==> config.mk <==
export PLATFORM = sky130hd
export DESIGN_NAME = midi_msg_tx
export DESIGN_NICKNAME = d
export VERILOG_FILES = /design/src/rtl/midi_pkg.sv /design/src/rtl/midi_baud_tick.sv /design/src/rtl/midi_msg_tx.sv
export SDC_FILE = /design/constraint.sdc
export NUM_CORES = 1
export LEC_CHECK = 0
export ABC_AREA = 1
export CAP_MARGIN = 20
export CORE_ASPECT_RATIO = 1.2
export CORE_UTILIZATION = 60
export CTS_BUF_LIST = sky130_fd_sc_hd__clkbuf_4 sky130_fd_sc_hd__clkbuf_8
export DETAILED_ROUTE_END_ITERATION = 12
export PLACE_DENSITY = 0.9
export SYNTH_ARGS = -nofsm -noshare
export SYNTH_HDL_FRONTEND = slang
export SYNTH_SLANG_ARGS = --single-unit
==> constraint.sdc <==
create_clock -name clk -period 2.28 [get_ports clk]
set_input_delay 0.342 -clock clk [delete_from_list [all_inputs] [get_ports clk]]
set_output_delay 0.342 -clock clk [all_outputs]
set_load 0.05 [all_outputs]
==> src/rtl/midi_pkg.sv <==
// rtl/midi_pkg.sv - shared types and constants for the MIDI message transmitter
//
// Purpose : FSM state encoding, frame geometry and the default bit timing
//           used by midi_msg_tx and midi_baud_tick.
// Ports   : none (package)

package midi_pkg;

  // Serial frame: 1 start bit, 8 data bits, 1 stop bit.
  localparam int FRAME_BITS = 10;
  localparam int DATA_BITS  = FRAME_BITS - 2;

  // 31.25 kbaud from a 4 MHz clock.
  localparam int DEFAULT_CLKS_PER_BIT = 128;

  typedef enum logic [1:0] {
    IDLE  = 2'd0,
    START = 2'd1,
    DATA  = 2'd2,
    STOP  = 2'd3
  } tx_state_t;

endpackage

==> src/rtl/midi_baud_tick.sv <==
// rtl/midi_baud_tick.sv - bit-time tick generator for the MIDI transmitter
//
// Purpose : counts 0..CLKS_PER_BIT-1 while running and emits a one-cycle tick
//           on the last count of every bit time.
// Ports   : clk      - system clock
//           rst      - asynchronous active-high reset
//           restart  - forces the count back to 0 (message acceptance)
//           run      - counter advances only while high, otherwise held at 0
//           tick     - one-cycle pulse at the end of each bit time

module midi_baud_tick #(
  parameter int CLKS_PER_BIT = 128
) (
  input  logic clk,
  input  logic rst,
  input  logic restart,
  input  logic run,
  output logic tick
);

  localparam int CW = (CLKS_PER_BIT > 1) ? $clog2(CLKS_PER_BIT) : 1;
  localparam logic [CW-1:0] LAST_COUNT = CW'(CLKS_PER_BIT - 1);

  logic [CW-1:0] cnt;

  always_ff @(posedge clk or posedge rst) begin
    if (rst) begin
      cnt <= '0;
    end else if (restart || !run) begin
      cnt <= '0;
    end else if (cnt == LAST_COUNT) begin
      cnt <= '0;
    end else begin
      cnt <= cnt + CW'(1);
    end
  end

  assign tick = run && (cnt == LAST_COUNT);

endmodule

==> src/rtl/midi_msg_tx.sv <==
// rtl/midi_msg_tx.sv - MIDI message serialiser (status + 1 or 2 data bytes)
//
// Purpose : accepts a complete MIDI channel message, validates it and sends
//           its bytes back to back as 8N1 frames on a single serial line.
// Ports   : clk, rst             - clock, asynchronous active-high reset
//           msg_valid/msg_ready  - message handshake (ready only in IDLE)
//           status, data1, data2 - message bytes (data2 unused if two_byte)
//           two_byte             - 1: status+data1, 0: status+data1+data2
//           tx                   - serial line, idle high
//           busy                 - a message is being transmitted
//           done                 - one-cycle pulse in the first idle cycle
//           err                  - one-cycle pulse after a rejected message

module midi_msg_tx
  import midi_pkg::*;
#(
  parameter int CLKS_PER_BIT = DEFAULT_CLKS_PER_BIT
) (
  input  logic       clk,
  input  logic       rst,
  input  logic       msg_valid,
  output logic       msg_ready,
  input  logic [7:0] status,
  input  logic [7:0] data1,
  input  logic [7:0] data2,
  input  logic       two_byte,
  output logic       tx,
  output logic       busy,
  output logic       done,
  output logic       err
);

  localparam logic [2:0] LAST_DATA_BIT = 3'(DATA_BITS - 1);

  tx_state_t  state, state_next;

  logic [7:0] status_q, data1_q, data2_q;
  logic       two_byte_q;
  logic [2:0] bit_idx;
  logic [1:0] byte_idx;
  logic [7:0] cur_byte;

  logic bit_tick;
  logic accept, msg_ok, start_msg, reject_msg;
  logic last_bit, last_byte, msg_end;

  // Handshake and validation. A message is legal when the status byte has
  // its MSB set and every transmitted data byte has its MSB clear.
  assign msg_ready  = (state == IDLE);
  assign busy       = (state != IDLE);
  assign accept     = msg_valid && msg_ready;
  assign msg_ok     = status[7] && !data1[7] && (two_byte || !data2[7]);
  assign start_msg  = accept && msg_ok;
  assign reject_msg = accept && !msg_ok;

  assign last_bit  = (bit_idx == LAST_DATA_BIT);
  assign last_byte = (byte_idx == (two_byte_q ? 2'd1 : 2'd2));
  assign msg_end   = (state == STOP) && bit_tick && last_byte;

  midi_baud_tick #(
    .CLKS_PER_BIT (CLKS_PER_BIT)
  ) u_baud_tick (
    .clk     (clk),
    .rst     (rst),
    .restart (start_msg),
    .run     (busy),
    .tick    (bit_tick)
  );

  always_ff @(posedge clk or posedge rst) begin
    if (rst) begin
      state <= IDLE;
    end else begin
      state <= state_next;
    end
  end

  always_comb begin
    state_next = state;
    tx         = 1'b1;
    cur_byte   = status_q;

    case (byte_idx)
      2'd0:    cur_byte = status_q;
      2'd1:    cur_byte = data1_q;
      default: cur_byte = data2_q;
    endcase

    case (state)
      IDLE: begin
        if (start_msg) begin
          state_next = START;
        end
      end
      START: begin
        tx = 1'b0;
        if (bit_tick) begin
          state_next = DATA;
        end
      end
      DATA: begin
        tx = cur_byte[bit_idx];
        if (bit_tick && last_bit) begin
          state_next = STOP;
        end
      end
      STOP: begin
        // The next start bit follows the stop bit directly; only the end of
        // the whole message returns to IDLE.
        if (bit_tick) begin
          state_next = last_byte ? IDLE : START;
        end
      end
      default: begin
        state_next = IDLE;
      end
    endcase
  end

  always_ff @(posedge clk or posedge rst) begin
    if (rst) begin
      status_q   <= '0;
      data1_q    <= '0;
      data2_q    <= '0;
      two_byte_q <= 1'b0;
      bit_idx    <= '0;
      byte_idx   <= '0;
      done       <= 1'b0;
      err        <= 1'b0;
    end else begin
      done <= msg_end;
      err  <= reject_msg;

      if (start_msg) begin
        status_q   <= status;
        data1_q    <= data1;
        data2_q    <= data2;
        two_byte_q <= two_byte;
        bit_idx    <= '0;
        byte_idx   <= '0;
      end else if (bit_tick) begin
        if (state == DATA) begin
          bit_idx <= last_bit ? 3'd0 : bit_idx + 3'd1;
        end
        if (state == STOP) begin
          byte_idx <= last_byte ? 2'd0 : byte_idx + 2'd1;
        end
      end
    end
  end

endmodule

==> Word level (Yosys, flattened, before mapping) <==
Cells that the tools add are included.
{ "classes": {"n_addsub": 3, "magnitude_cmp": 1, "n_eq_ne": 11, "muxes": 21, "n_reduce_logical": 24} }
{ "op_table": {"columns": ["operator", "count"], "rows": [
  ["2-to-1 mux 2 bit", 9],
  ["case mux 8 bit (2 select lines)", 1],
  ["2-to-1 mux 7 bit", 2],
  ["2-to-1 mux 3 bit", 4],
  ["logical AND 1 bit", 9],
  ["case mux 2 bit (4 select lines)", 1],
  ["nonzero test 2 bit", 4],
  ["adder 7 x 1 -> 7 bit (second input constant)", 1],
  ["== test 7 bit (second input constant)", 1],
  ["!= test 2 bit (second input constant)", 3],
  ["== test 2 x 1 -> 1 bit (second input constant)", 2],
  ["== test 2 bit (second input constant)", 2],
  ["logical NOT 1 bit", 4],
  ["logical NOT 2 bit", 2],
  ["< comparator 3 x 4 -> 1 bit (second input constant)", 1],
  ["AND reduction 2 bit", 2],
  ["AND reduction 4 bit", 1],
  ["adder 3 x 1 -> 3 bit (second input constant)", 1],
  ["binary-select mux 1 bit (select 3 bit)", 1],
  ["== test 3 bit (second input constant)", 1],
  ["adder 2 x 1 -> 2 bit (second input constant)", 1],
  ["== test 2 bit", 1],
  ["logical OR 1 bit", 2],
  ["2-to-1 mux 1 bit", 2],
  ["other kinds (2)", 2]
]} }
{ "word_totals": {"ff_bits": 41, "input_bits": 28, "elab_cells": 70} }

==> Depth between registers and ports, before layout <==
{ "depth": {"ltp_word": 6, "mapped_depth": 11, "ltp_nobuf": 10} }

==> Hierarchy <==
From an unflattened synthesis, not the netlist that was laid out.
{ "hier_totals": {"cells_unflattened": 265, "area_unflattened_um2": 2128.3} }
{ "modules_own_cells": {"columns": ["module", "n_inst", "cells_each", "area_per_inst_um2", "seq_area_each_um2"], "rows": [
  ["midi_msg_tx", 1, 221, 1771.7, 850.8],
  ["midi_baud_tick", 1, 44, 356.6, 175.2]
]} }

==> Worst setup path before layout <==
OpenSTA, ideal clock, no wires.
{ "synth_timing": {"path_kind": "register to register", "startpoint": "register state[0]", "endpoint": "register state[0]", "setup_ns": 0.065, "arrival_time_ns": 1.881, "setup_slack_ns": 0.334, "stages_incl_launch_ff": 7, "synth_period_minus_slack_ns": 1.946, "path_cell_list": "dfrtp_1 inv_1 ha_1 inv_1 o211ai_1 nand2_1 nand2_1"} }
{ "synth_via": {"elab_chain_len": 5, "elab_cells_between_ends": 15, "classes_between": "eq/ne (7); mux (1); reduce/logical (7)"} }
{ "synth_lines": {"columns": ["item", "line_no", "rtl"], "rows": [
  ["start: declaration", "midi_msg_tx.sv:35", "tx_state_t state, state_next;"],
  ["start signal: assignment", "midi_msg_tx.sv:74", "state <= state_next;"],
  ["logical NOT 2 bit (*)", "midi_msg_tx.sv:49", "assign msg_ready = (state == IDLE);"],
  ["net msg_ready", "midi_msg_tx.sv:22", "output logic msg_ready,"],
  ["logical AND 1 bit", "midi_msg_tx.sv:51", "assign accept = msg_valid && msg_ready;"],
  ["logical AND 1 bit", "midi_msg_tx.sv:53", "assign start_msg = accept && msg_ok;"],
  ["!= test 2 x 1 -> 1 bit (no source line)", null, null],
  ["AND reduction 4 bit (no source line)", null, null]
]} }
Mark *: on every way through the listed nets, which the timed path passes. The rest lies on a longest branch.
A chain may end at the register's enable or synchronous reset.

==> Worst setup path in the final report <==
{ "layout_timing": {"startpoint": "register byte_idx[0]", "endpoint": "output tx"} }
{ "layout_via": {"elab_chain_len": 5, "elab_cells_between_ends": 6, "classes_between": "eq/ne (1); mux (4); reduce/logical (1)"} }
{ "layout_lines": {"columns": ["item", "line_no", "rtl"], "rows": [
  ["start: declaration", "midi_msg_tx.sv:40", "logic [1:0] byte_idx;"],
  ["start signal: assignment", "midi_msg_tx.sv:146", "byte_idx <= last_byte ? 2'd0 : byte_idx + 2'd1;"],
  ["== test 2 x 1 -> 1 bit / logical NOT 2 bit (equally long branches)", "midi_msg_tx.sv:83", "case (byte_idx)"],
  ["case mux 8 bit (2 select lines) (*)", "midi_msg_tx.sv:83", null],
  ["binary-select mux 1 bit (select 3 bit) (*)", "midi_msg_tx.sv:102", "tx = cur_byte[bit_idx];"],
  ["2-to-1 mux 1 bit (not written as such) (*)", "midi_msg_tx.sv:102", null],
  ["case mux 1 bit (2 select lines) (*)", "midi_msg_tx.sv:89", "case (state)"],
  ["end: declaration", "midi_msg_tx.sv:27", "output logic tx,"]
]} }
Every way passes the cells marked *; elsewhere a longest branch is shown, timed or not. The select of a mux whose other input is x is not followed.

==> metrics.md <==
| Metric | Value |
|---|---|
| Status | complete, but fails checks |
| Violated checks | setup timing |
| Ys async rst share | 1.00 |
| Fill cells | 192 |
| Max clock buf depth | 2 |
| Core ar. | roughly 3400 µm² |
| Min Hold Slack | ~0.46 ns |
| Synthesized instance count | approximately 200 |
| Num Clock Sinks | 41 |
| Final min period | 2.32 ns |
| Post-synth EDFFs | 0 |
| Routed WL | 4.52 mm |
| Die Width | 56.3 µm |
| Multi-input logic area | around 1100 µm² |
| Worst setup EP type | output pin |
| Worst Setup Path Type | flip-flop to output pin |
| Reg power frac | 0.384 |
| Register-to-register setup slack | 0.54 ns |
| Total of max-cap violations | 0 |
| Clock Latency Late Sink | 0.29 ns |
| Synth Area in Compound Gates | 0.0536 |
| DR pass1 iterations | 4 |
| Largest net degree at the start of global routing | between 40 and 50 |
| Crit path max-delay family | buffers and inverters |
| CTS tree | yes |
| Post-synth top area share | 0.483 |
| RSZ-0062 raised after global routing | true |
| Final Max Tran Viols | 0 |
| Final number of setup-violating endpoints | 1 |
| Net Sw Frac | 0.387 |
| DR WL/cell | 16.3 µm |
| Post-layout nets | ~280 |
| H-tree depth | 2 |
| GP Congestion | 0.873 |
| Top cell by count, worst path | nand3_2 |
| WP buf/inv | 3 |
| YS warnings | 0 |
| Layout cells sized above 1 | 0.254 |
| Crit share post-route | 1.02 |
| Number of remaining DRC errors | 0 |
| Ant. Diodes | 0 |
| Post-Syn Nets | between 200 and 250 |
| Commonest cells post-synth | dfrtp_1 (41), nand2_1 (39), mux2_4 (22) |
| Startpoint types | flip-flop |
| CP max-delay cell | dfrtp_1 |
| Mux share of post-synthesis cell area | 0.156 |
| PD cells | roughly 1200 nW/µm² |
| TritonCTS buffer count | 5 |
| Crit path largest cell delay | 0.40 ns |
| Root buf cell | clkbuf_8 |
| Routed vias | 1565 |
| Area Growth Syn to Fin | 24.7% |
| Mapped cell area | approximately 2100 µm² |
| Max_slew headroom | 0.655 |
| Die Area | 3780 µm² |
| Int Pwr | 1.95 mW |
| Worst clock skew | 0.00284 ns |
| Synth cell types | 25 |
| Mapped Avg Cell Area | 10.6 µm² |
| Most used standard cell by instance count after synthesis | dfrtp_1 |
| Final std cells w/o fill | 277 |
| Wire length of the first global-routing pass | 6.90 mm |
| I/O Pins | 33 |
| Initial antenna violation count | 0 |
| Top cell type by total area after synthesis | dfrtp_1 |
| Final ANT Viol Nets | 0 |
| Starting Density | 0.631 |
| Final setup margin | -0.0371 ns |
| Adder-Cell Fraction of Synth Area | 0.0589 |
| FF/Latch Area | 1030 µm² |
| Comb pwr share | 0.472 |
| Worst hold path class | flip-flop to flip-flop |
| Synth area leaders | dfrtp_1 (48%), mux2_4 (16%), nand2_1 (6.9%), ha_1 (5.9%), nand3_1 (4.7%) |
| Placed cell count | 267 |
| Net load switching power | 1.23 mW |
| Hold Buf Count CTS | 0 |
| Clk pwr share | 0.144 |
| Simple-gate area share of the yosys netlist | 0.188 |
| Crit-path cells | buf_4, ha_4, buf_4, a21oi_1, nand3_1, nand3_2, nand3_2, nand3_2, nand2_2, buf_12 |
| Final core occ | 0.787 |
| Total Routing Usage GR | 0.241 |
| Routed vias/inst | 5.65 |
| Main synth FF type | dfrtp_1 |
| DRT iter0 DRCs | 89 |
| Vias in the first global route | 1574 |
| Worst Path Max Fanout | 6 |
| Post-synthesis register bit count | 41 |
| Pleak | 1.30 nW |
| Post-Synth XOR/XNOR Area | 0.00825 |
| Post-Place Cell Area | approximately 2500 µm² |
| Arrival time worst endpoint | a little under 2 ns |
| Max Fclk | 432 MHz |
| Worst Max-Slew Pin Slew | 0.518 ns |
| Post-route cell area | 2650 µm² |
| Rows | 23 |
| Detailed placer's ending HPWL | 2.89 mm |
| Final hold vios | 0 |
| Reg clk slew, reported paths | ~0.070 ns |
| Largest family of logic cells by synthesized area | simple AND/OR/NAND/NOR gates |
| GR Overflow Total | 0 |
| Worst vdd ir | between 0.001 and 0.0015 V |
| Post-synthesis sequential area ratio | 0.483 |
| Die Y-Extent | between 60 and 70 µm |
| PortBufs | 32 |
| Critical path required time | 1.94 ns |
-- path summary, 6_finish.rpt --
| path | startpoint | to | depth (start not counted) |
|---|---|---|---|
| max | byte_idx[0]$_DFFE_PP0P_ | tx | 10 |
| min | u_baud_tick.cnt[0]$_DFF_PP0_ | u_baud_tick.cnt[0]$_DFF_PP0_ | 1 |
| max reg2reg | state[0]$_DFFE_PP0P_ | status_q[1]$_DFFE_PP0P_ | 5 |
| min reg2reg | u_baud_tick.cnt[0]$_DFF_PP0_ | u_baud_tick.cnt[0]$_DFF_PP0_ | 1 |
| max in group asynchronous | rst | status_q[5]$_DFFE_PP0P_ | 3 |
| min in group asynchronous | rst | data2_q[1]$_DFFE_PP0P_ | 3 |
-- what timing repair did --
item                       in CTS  in global routing
gates cloned                    0                  0
resized for setup               2                 12
pin swaps                       1                  6
buffers inserted                0                  2
setup endpoints to repair       1                  1
-- stage by stage --
stage                     setup TNS (ns)  setup slack (ns)  total power, mW
after floorplan                        0             0.334             2.20
after global placement                 0             0.341             2.51
after detailed placement               0             0.284             2.57
after CTS                              0            0.0611             3.05
after global routing              -0.141            -0.141             3.38
final                            -0.0371           -0.0371             3.19
-- cells by family (layout without fill, tap and decap cells) --
logic type / count (synthesis) / in the layout
flops: 41 / 41
fa+ha+maj: 10 / 10
mux: 22 / 22
compound gates: 21 / 21
xor+xnor: 2 / 2
buf+inv: 23 / 62
simple gates: 82 / 82
-- area by class of cell --
cell class | instances | share of cell area
clock inverter | 2 | 0.00378
inverter | 18 | 0.0255
multi-input combinational | 137 | 0.398
sequential | 41 | 0.387
clock buffer | 6 | 0.0288
tap | 37 | 0.0175
timing repair buffer | 36 | 0.139
-- cell usage in the layout (no fill, tap or decap), types with 5 or more instances in the layout --
cell type / instances
nand3_2: 9
nand3_1: 13
nand2_1: 37
o21ai_0: 5
clkdlybuf4s50_1: 29
ha_1: 8
buf_4: 5
inv_1: 18
clkbuf_8: 5
nand2_2: 5
dfrtp_1: 41
mux2_4: 22
a21oi_1: 10
nor2_1: 10
-- per-layer routing --
layer	vias to the layer above	track usage	routed length [µm]
met5	-	0	0
met4	0	0.119	125
met3	15	0.0536	164
met2	42	0.420	2390
met1	771	0.284	1840
li1	737	-	-
-- state kept, by name (all words and copies together), names as in the netlist --
name and count:
byte_idx 2, two_byte_q 1, data1_q 8, done 1, state 2, u_baud_tick.cnt 7
err 1, status_q 8, bit_idx 3, data2_q 8
-- power by group through the flow --
stage          sequential [mW]  clock [mW]  combinational [mW]
3_5_place_dp              1.22           0                1.35
6_report                  1.22       0.460                1.50
5_1_grt                   1.26       0.494                1.64
4_1_cts                   1.22       0.471                1.36
2_1_floorplan             1.17           0                1.03
3_3_place_gp              1.22           0                1.29
Note: power is estimated with default switching activity, not from simulation.
==> RTL change, RTL diff (config.mk and constraints unchanged) <==
Re-encode `tx_state_t` (4 states) as one-hot, 4 bits wide.
--- a/src/rtl/midi_pkg.sv
+++ b/src/rtl/midi_pkg.sv
@@ -14,9 +14,9 @@
   localparam int DEFAULT_CLKS_PER_BIT = 128;
 
-  typedef enum logic [1:0] {
-    IDLE  = 2'd0,
-    START = 2'd1,
-    DATA  = 2'd2,
-    STOP  = 2'd3
+  typedef enum logic [3:0] {
+    IDLE  = 4'b0001,
+    START = 4'b0010,
+    DATA  = 4'b0100,
+    STOP  = 4'b1000
   } tx_state_t;
 
Function: no difference found for any inputs over 10 cycles, from zero or initial values and one cycle with rst high; not proved beyond that.
==> RTL change against the original RTL <==
Design area is 2.7% lower. Critical path depth rose by 2. Sequential power rose by 3%. Hold slack lost 0.085 ns. Final cell count rose by 21%. Count of clock-buffer cells in the layout fell by 1. Global-route usage grew 1.1 points. Worst setup slack gained 0.098 ns. Sequential cell count grew 2. Total power decreased by 7.1%. Area after synthesis fell by 2.0%. Wire length is 11% lower. Critical path type unchanged. Largest cell class is now sequential cells. Highest routed layer unchanged.
==> RTL change: results (changes against the original RTL) <==
top_regs: "data1_q (8), data2_q (8), status_q (8)"
worst-path-max-fanout: 8  # +2
top_layer_used: "met4"
antenna_found_initial: 0  # unchanged
place_congestion: 0.911  # +4.3%
numPortBuffers: 32  # unchanged
synth.area.top_cells: "dfrtp_1, nand2_1, nand3_1, inv_1, nor2_1"
grt_max_degree: 29  # -31%
grt_pass1_wl_um: 7100  # +2.9%
ctsRootBufferMaster: "clkbuf_8"
relSlewSlack_pct: 63.5  # -2.0 points
holdCritPathClass: "input port to async pin"
timing.hold.ws_ns: 0.377  # -0.0851 ns
status: "completed"
vias_per_cell: 5.22  # -7.6%
p_leak_nw: 1.32  # +1.2%
syn_nets: 290  # +21%
yosysSeqAreaShare_pct: 51.8  # +3.5 points
synth-async-reset-ratio_pct: 100  # unchanged
skew_ns: 0.00359  # +0.000750 ns
clk_pin_slew_ns: 0.08
insertion_delay_ns: 0.29  # about the same
place_inst: 325  # +22%
dr.pass1.iters: 4  # unchanged
diodes: 0  # unchanged
grtUsageTotal_pct: 25.2  # +1.1 points
wl_met3_um: 133  # -19%
htree_levels: 2  # unchanged
dpl_cell_area_sq_um: 2450  # -1.3%
cts_buffer_depth: 2  # unchanged
drt_iter0_markers: 56  # -37%
synth_commonest_cells: "nand2_1, dfrtp_1, inv_1, nand3_1, nor2_1"
place_hpwl_um: 3090  # +6.9%
vias: 1743  # +11%
wirelength_um: 4040  # -11%
synth_flop_cell: "dfrtp_1"
wl_met2_um: 2200  # -7.9%
synth_warnings: 0  # unchanged
rr_worst_depth: 7  # +2
cts_inserted_buffers: 5  # unchanged
wl_met1_um: 1600  # -13%
synth_cell_types: 27  # +8.0%
r2r_setup_slack_ns: 0.67  # +0.13 ns
synth_area_per_cell_sq_um: 8.10  # -23%
drive_above_1_share_pct: 10.4  # -15 points
crit_arrival_ns: 1.88  # -0.10 ns
peakVddDrop_mv: 0.937  # -35%
p_sw_mw: 1.19  # -3.1%
dp_slack_ns: 0.256  # -0.0276 ns
-- RTL change: cell count changes in the layout (fill, tap and decap cells not counted), moves of 2 or more --
cell / unedited run / this run
o21ai_0: 5 / 12
nand2_1: 37 / 99
nor2_1: 10 / 17
inv_1: 18 / 21
mux2_4: 22 / 0
nand3_1: 13 / 21
clkinv_2: 2 / 4
nand2_2: 5 / 2
ha_1: 8 / 3
nand3_2: 9 / 1
-- RTL change: what timing repair did --
item / 4_1_cts / 5_1_grt
cloned: 0 / 0
hold buffers: 0 / 0
resized for setup: 1 / 10
pin swaps: 0 / 2
buffers inserted: 0 / 1
setup endpoints to repair: 1 / 2
-- RTL change: logic make-up (layout without fill, tap and decap cells) --
logic type / Yosys count / count (layout) / share of synthesized area [%]
AO/OA/AOI/OAI: 28 / 28 / 7.10
XOR/XNOR: 3 / 3 / 1.26
adder cells (fa/ha/maj): 5 / 5 / 3.01
buffers and inverters: 30 / 70 / 6.79
flip-flops: 43 / 43 / 51.8
AND/OR/NAND/NOR: 148 / 148 / 30.1
-- RTL change: area by class of cell --
type                       count  area, sq um
clock inverter                 3         15.0
sequential                    43         1080
fill                         250          762
multi-input combinational    184          893
clock buffer                   5         68.8
timing repair buffer          38          382
tap                           37         46.3
inverter                      24         93.8
-- RTL change: critical path: stages, from the launching register on --
cell and delay [ns]:
dfrtp_1 0.40, buf_4 0.15, ha_4 0.17, buf_6 0.13
nand2_1 0.07, nand2_1 0.05, nor2_1 0.08, nand2_1 0.06
nand3_1 0.08, nand3_1 0.08, nand3_1 0.10, nand2_2 0.07
buf_12 0.15
-- RTL change: path summary, 6_finish.rpt --
| kind | end | start |
|---|---|---|
| max | tx | byte_idx[0] |
| min | u_baud_tick.cnt[0] | rst |
| max reg2reg | state[0] | u_baud_tick.cnt[0] |
| min reg2reg | u_baud_tick.cnt[0] | u_baud_tick.cnt[0] |
| max in group asynchronous | data1_q[4] | rst |
| min in group clk | u_baud_tick.cnt[0] | u_baud_tick.cnt[0] |
-- RTL change: stage by stage --
step	util, %	setup TNS (ns)
6_report	77.2	0
3_5_place_dp	73.3	0
3_3_place_gp	73.3	0
5_1_grt	77.2	-0.0340
4_1_cts	75.9	0
2_1_floorplan	-	0
-- RTL change: power by group through the flow --
stage               combinational [mW]  sequential [mW]  clock (mW)
finish                            1.23             1.26       0.461
global route                      1.38             1.29       0.503
CTS                               1.18             1.26       0.469
detailed placement                1.17             1.27           0
global placement                  1.13             1.26           0
floorplan                        0.830             1.23           0
-- RTL change: metal layers --
layer	GRT usage, %	vias up
met1	26.3	805
li1	-	884
met2	46.7	43
met5	0	-
met3	6.80	11
met4	12.8	0
